--- config.mk ---
export PLATFORM = sky130hd
export DESIGN_NAME = control_unit
export DESIGN_NICKNAME = d
export VERILOG_FILES = /design/src/rtl/control_unit.sv
export SDC_FILE = /design/constraint.sdc
export NUM_CORES = 1
export LEC_CHECK = 0
export CAP_MARGIN = 20
export CELL_PAD_IN_SITES_DETAIL_PLACEMENT = 1
export CELL_PAD_IN_SITES_GLOBAL_PLACEMENT = 1
export CORE_MARGIN = 10
export CORE_UTILIZATION = 42
export CTS_CLUSTER_DIAMETER = 120
export DETAILED_ROUTE_END_ITERATION = 12
export GPL_TIMING_DRIVEN = 0
export PLACE_DENSITY_LB_ADDON = 0.1
export REMOVE_ABC_BUFFERS = 1
export SLEW_MARGIN = 10
export SYNTH_ARGS = -nofsm -noshare
export SYNTH_HDL_FRONTEND = slang
export SYNTH_SLANG_ARGS = --single-unit
--- constraint.sdc ---
create_clock -name clk -period 2.2 [get_ports clk]
set_input_delay 0.33 -clock clk [delete_from_list [all_inputs] [get_ports clk]]
set_output_delay 0.33 -clock clk [all_outputs]
set_load 0.01 [all_outputs]
--- src/rtl/control_unit.sv ---
// control_unit: multi-cycle fetch/decode/sequencing stage for the 8-bit ALU.
// Fetches 8-bit instructions from a combinational ROM and holds a 4x8 register
// file. Each ALU instruction presents operands/mode with alu_enable for one
// cycle (EXEC), then writes the ALU's registered result back in WB.
//
// Ports:
//   clk, rst           clock; synchronous active-high reset
//   imem_addr/data     instruction ROM address (= pc) and returned byte
//   alu_enable/mode/a/b  registered ALU controls and operands
//   alu_out            ALU registered result
//   alu_flag_zero/carry  live ALU flags used by conditional jumps
//   pc, halted         program counter and HALT indication
//   dbg_sel/dbg_reg    combinational register-file read port
module control_unit (
  input  logic       clk,
  input  logic       rst,
  output logic [3:0] imem_addr,
  input  logic [7:0] imem_data,
  output logic       alu_enable,
  output logic [2:0] alu_mode,
  output logic [7:0] alu_a,
  output logic [7:0] alu_b,
  input  logic [7:0] alu_out,
  input  logic       alu_flag_zero,
  input  logic       alu_flag_carry,
  output logic [3:0] pc,
  output logic       halted,
  input  logic [1:0] dbg_sel,
  output logic [7:0] dbg_reg
);

  localparam logic [2:0] OP_ADD = 3'd0;
  localparam logic [2:0] OP_SUB = 3'd1;
  localparam logic [2:0] OP_AND = 3'd2;
  localparam logic [2:0] OP_OR  = 3'd3;

  typedef enum logic [2:0] {
    S_FETCH,
    S_DECODE,
    S_EXEC,
    S_WB,
    S_HALT
  } state_t;

  state_t      state;
  state_t      state_next;

  logic [7:0]  ir;
  logic [7:0]  regs [4];

  logic [3:0]  pc_next;
  logic        ir_load;
  logic        reg_we;
  logic [1:0]  reg_wa;
  logic [7:0]  reg_wd;
  logic        alu_load;
  logic        alu_enable_next;
  logic        jmp_take;
  logic [2:0]  mode_dec;

  // Instruction fields
  logic [1:0]  cls;
  logic [1:0]  fn;
  logic [1:0]  rd;
  logic [1:0]  rs;

  assign cls = ir[7:6];
  assign fn  = ir[5:4];
  assign rd  = ir[3:2];
  assign rs  = ir[1:0];

  assign imem_addr = pc;
  assign halted    = (state == S_HALT);
  assign dbg_reg   = regs[dbg_sel];

  always_comb begin
    case (fn)
      2'b00:   mode_dec = OP_ADD;
      2'b01:   mode_dec = OP_SUB;
      2'b10:   mode_dec = OP_AND;
      default: mode_dec = OP_OR;
    endcase
  end

  always_comb begin
    case (fn)
      2'b00:   jmp_take = 1'b1;
      2'b01:   jmp_take = alu_flag_zero;
      2'b10:   jmp_take = alu_flag_carry;
      default: jmp_take = ~alu_flag_zero;
    endcase
  end

  always_ff @(posedge clk) begin
    if (rst) state <= S_FETCH;
    else     state <= state_next;
  end

  always_comb begin
    state_next      = state;
    pc_next         = pc;
    ir_load         = 1'b0;
    reg_we          = 1'b0;
    reg_wa          = '0;
    reg_wd          = '0;
    alu_load        = 1'b0;
    alu_enable_next = 1'b0;
    case (state)
      S_FETCH: begin
        ir_load    = 1'b1;
        pc_next    = pc + 4'd1;
        state_next = S_DECODE;
      end
      S_DECODE: begin
        case (cls)
          2'b00: begin
            alu_load        = 1'b1;
            alu_enable_next = 1'b1;
            state_next      = S_EXEC;
          end
          2'b01: begin
            reg_we     = 1'b1;
            reg_wa     = ir[5:4];
            reg_wd     = {4'b0000, ir[3:0]};
            state_next = S_FETCH;
          end
          2'b10: begin
            if (jmp_take) pc_next = ir[3:0];
            state_next = S_FETCH;
          end
          default: begin
            state_next = (ir == 8'hFF) ? S_HALT : S_FETCH;
          end
        endcase
      end
      S_EXEC: begin
        // alu_enable_next defaults to 0, closing the single-cycle pulse
        state_next = S_WB;
      end
      S_WB: begin
        reg_we     = 1'b1;
        reg_wa     = rd;
        reg_wd     = alu_out;
        state_next = S_FETCH;
      end
      S_HALT: begin
        state_next = S_HALT;
      end
      default: begin
        state_next = S_FETCH;
      end
    endcase
  end

  always_ff @(posedge clk) begin
    if (rst) begin
      pc         <= '0;
      ir         <= '0;
      alu_enable <= 1'b0;
      alu_mode   <= OP_ADD;
      alu_a      <= '0;
      alu_b      <= '0;
      for (int unsigned i = 0; i < 4; i++) regs[i] <= '0;
    end else begin
      pc         <= pc_next;
      alu_enable <= alu_enable_next;
      if (ir_load) ir <= imem_data;
      if (reg_we) regs[reg_wa] <= reg_wd;
      // Operands sampled before any writeback, so rd==rs reads the old value
      if (alu_load) begin
        alu_a    <= regs[rd];
        alu_b    <= regs[rs];
        alu_mode <= mode_dec;
      end
    end
  end

endmodule

==> load_flow_metrics.sql <==
INSERT INTO impl_metrics (metric_group, metric, value, unit) VALUES
('pwr', 'p_leak', '1.39', 'nW'),
('grt', 'grt-ovfl-total', '0', ''),
('critical_path', 'timing.reg2reg.worst_path_depth', '4', ''),
('hold_path', 'hold_depth', '2', ''),
('route', 'drt_antenna_net_count', '0', ''),
('synth', 'ys.flop_type', 'dfxtp_1', ''),
('synth', 'yosys.cell_types.count', '51', ''),
('critical_path', 'worst-setup-path-type', 'reg2out', ''),
('critical_path', 'critPathMaxStageDelay', '0.51', 'ns'),
('critical_path', 'r2r_slack', '0.11', 'ns'),
('pwr', 'power_per_cell_area', '689', 'nW/µm²'),
('timing', 'grt_setup_unrepaired', 'no', ''),
('pwr', 'worst_ir_drop_vdd', '0.000317', 'V'),
('route', 'drt_iter0_drc', '101', ''),
('timing', 'max_freq', '476', 'MHz'),
('clock_network', 'clkLatencyLatePin', '0.34', 'ns'),
('synth', 'mappedNetlistArea', '3340', 'µm²'),
('die', 'die_y', '109', 'µm'),
('cells_and_area', 'n_fill_cell', '828', ''),
('synth', 'synth.top_cells.by_count', 'nand2_1, nor2_1, dfxtp_1', ''),
('route', 'firstDrtPassIters', '4', ''),
('synth', 'synth_top_cell_area_share', '28.7', '%'),
('clock_network', 'cts-hold-fix-buffers', '0', ''),
('route', 'avgRoutedWirePerCell', '20.2', 'µm'),
('synth', 'synth.ff_latch_count', '66', ''),
('timing', 'fin_crit_sh', '95.4', '%'),
('cells_and_area', 'finalNetCount', '362', ''),
('synth', 'postSynthAreaPerCell', '11.3', 'µm²'),
('clock_network', 'root_buffer', 'clkbuf_8', ''),
('timing', 'worstMarginPinSlew', '0.889', 'ns'),
('synth', 'synth-edff-count', '32', ''),
('critical_path', 'chain_of_cells_forming_the_critical_path', 'mux4_2 > clkdlybuf4s50_1', ''),
('timing', 'slew_violations', '0', ''),
('clock_network', 'clock_path_buffers', '2', ''),
('critical_path', 'r2r_end', 'regs[0][4]', ''),
('place', 'dp_hpwl', '6280', 'µm'),
('cells_and_area', 'n_antenna_cell', '0', ''),
('critical_path', 'worst_ep_arrival_time', '1.77', 'ns'),
('critical_path', 'critical_path.slowest_cell', 'mux4_2', ''),
('timing', 'post-route-min-period', '2.10', 'ns'),
('route', 'viasPerCell', '5.54', ''),
('cells_and_area', 'final_layout_size_suffix_gt1_share', '19.5', '%'),
('route', 'route.vias.total', '2472', ''),
('timing', 'finalSetupTns', '0', 'ns'),
('grt', 'tot_gr_track_use', '15.3', '%'),
('synth', 'synth.yosys.seq_area_share', '49.1', '%'),
('timing', 'skew', '0.00946', 'ns'),
('cells_and_area', 'design_area', '4090', 'µm²'),
('place', 'numPortBuffers', '57', ''),
('flow_run', 'cap_violations', '0', ''),
('hold_path', 'hold_removal_path_class', 'reg2reg', ''),
('clock_network', 'ctsHtreeMaxLevel', '3', ''),
('clock_network', 'cts_buffers', '9', ''),
('clock_network', 'clkSlewWorstSetupHoldPaths', '0.07', 'ns'),
('critical_path', 'timing.critical_path.from_type', 'flip-flop', ''),
('run_status', 'outcome', 'completed', ''),
('die', 'design.die.area', '11900', 'µm²'),
('cells_and_area', 'layout.area.seq', '1650', 'µm²'),
('route', 'detailed_route_drc_error_count', '0', ''),
('die', 'die_x_extent', '109', 'µm'),
('die', 'placement_rows', '32', ''),
('place', 'placed_area', '3890', 'µm²'),
('synth', 'synth_area_leader_cell', 'edfxtp_1', ''),
('die', 'io_pins', '59', ''),
('cells_and_area', 'post-route-util', '52.9', '%'),
('grt', 'antenna_found_initial', '0', ''),
('route', 'finalWirelength', '9010', 'µm'),
('cells_and_area', 'multi_input_area', '1560', 'µm²'),
('critical_path', 'crit_end', 'dbg_reg[7]', ''),
('synth', 'fraction_of_registers_with_async_set_or_reset_after_synthesis', '0', '%'),
('synth', 'synth.yosys.warnings', '0', '');
==> power by group <==
group / switching, mW / internal [mW]
sequential: 0.104 / 1.35
clock: 0.474 / 0.439
combinational: 0.202 / 0.245
total: 0.780 / 2.04
==> registers in the layout (all words and copies together), names as in the netlist <==
signal and count:
alu_a 8, alu_b 8, alu_enable 1, alu_mode 2, imem_addr 4, ir 8
regs 32, state 3
==> repair_timing <==
item	CTS	global route
gates resized for setup	17	6
endpoints found under the hold margin	0	0
endpoints found under the setup margin	69	43
==> cells by family after synthesis <==
kind of cell / share of synthesized area, %
adders and majority gates: 0.374
xor gates and xnor gates: 0.262
AOI/OAI and AO/OA: 8.68
and+or+nand+nor: 18.1
other: 0.112
buffers and inverters: 5.13
DFF: 49.1
muxes: 18.3
==> worst max-delay path, delay by kind of cell (launching register included) <==
kind,cells,cell delay [ns]
buf+inv,1,0.50
flops,1,0.42
mux,1,0.51
==> metrics by stage <==
step	std cells	hold WS, ns	worst slack, ns	power [mW]
global placement	430	0.443	-1.64	1.92
CTS	446	0.459	0.0113	2.85
global route	446	0.476	0.00850	2.94
detailed placement	430	0.449	-0.561	1.93
finish	446	0.455	0.101	2.82
floorplan	271	0.399	-0.0411	1.69
==> layout by cell type, fill, tap and decap left out, types with 3 or more instances in the layout <==
master	netlist	routed
nor2_2	8	8
clkdlybuf4s50_1	0	54
mux2i_1	7	7
clkbuf_8	0	10
inv_1	6	6
nor3_1	3	3
dfxtp_1	34	29
mux4_2	24	24
a22oi_1	4	4
a21oi_1	23	22
clkbuf_1	7	3
nor2_1	37	37
dfxtp_2	0	3
nand2_1	47	44
edfxtp_1	32	32
==> worst min path at each step <==
stage | to | start
5_1_grt | alu_a[6] | alu_a[6]
3_3_place_gp | alu_b[3] | alu_b[3]
2_1_floorplan | alu_a[0] | rst
4_1_cts | alu_a[1] | alu_a[1]
3_5_place_dp | alu_a[1] | alu_a[1]
6_report | alu_a[1] | alu_a[1]
==> area by class of cell <==
cell class	instances	area share [%]
Inverter	6	0.550
Sequential cell	66	40.4
Timing Repair Buffer	57	13.7
Clock buffer	13	3.64
Multi-Input combinational cell	199	38.2
Clock inverter	3	0.398
Tap cell	102	3.12
==> metal layers <==
| layer | part of all wire, % | vias to the layer above | track usage [%] |
|---|---|---|---|
| met1 | 42 | 1236 | 18.1 |
| li1 | - | 1164 | - |
| met4 | 1.3 | 0 | 4.74 |
| met3 | 6.3 | 13 | 4.48 |
| met2 | 50 | 59 | 26.2 |
| met5 | 0 | - | 0 |
Note: power is estimated with default switching activity, not from simulation.
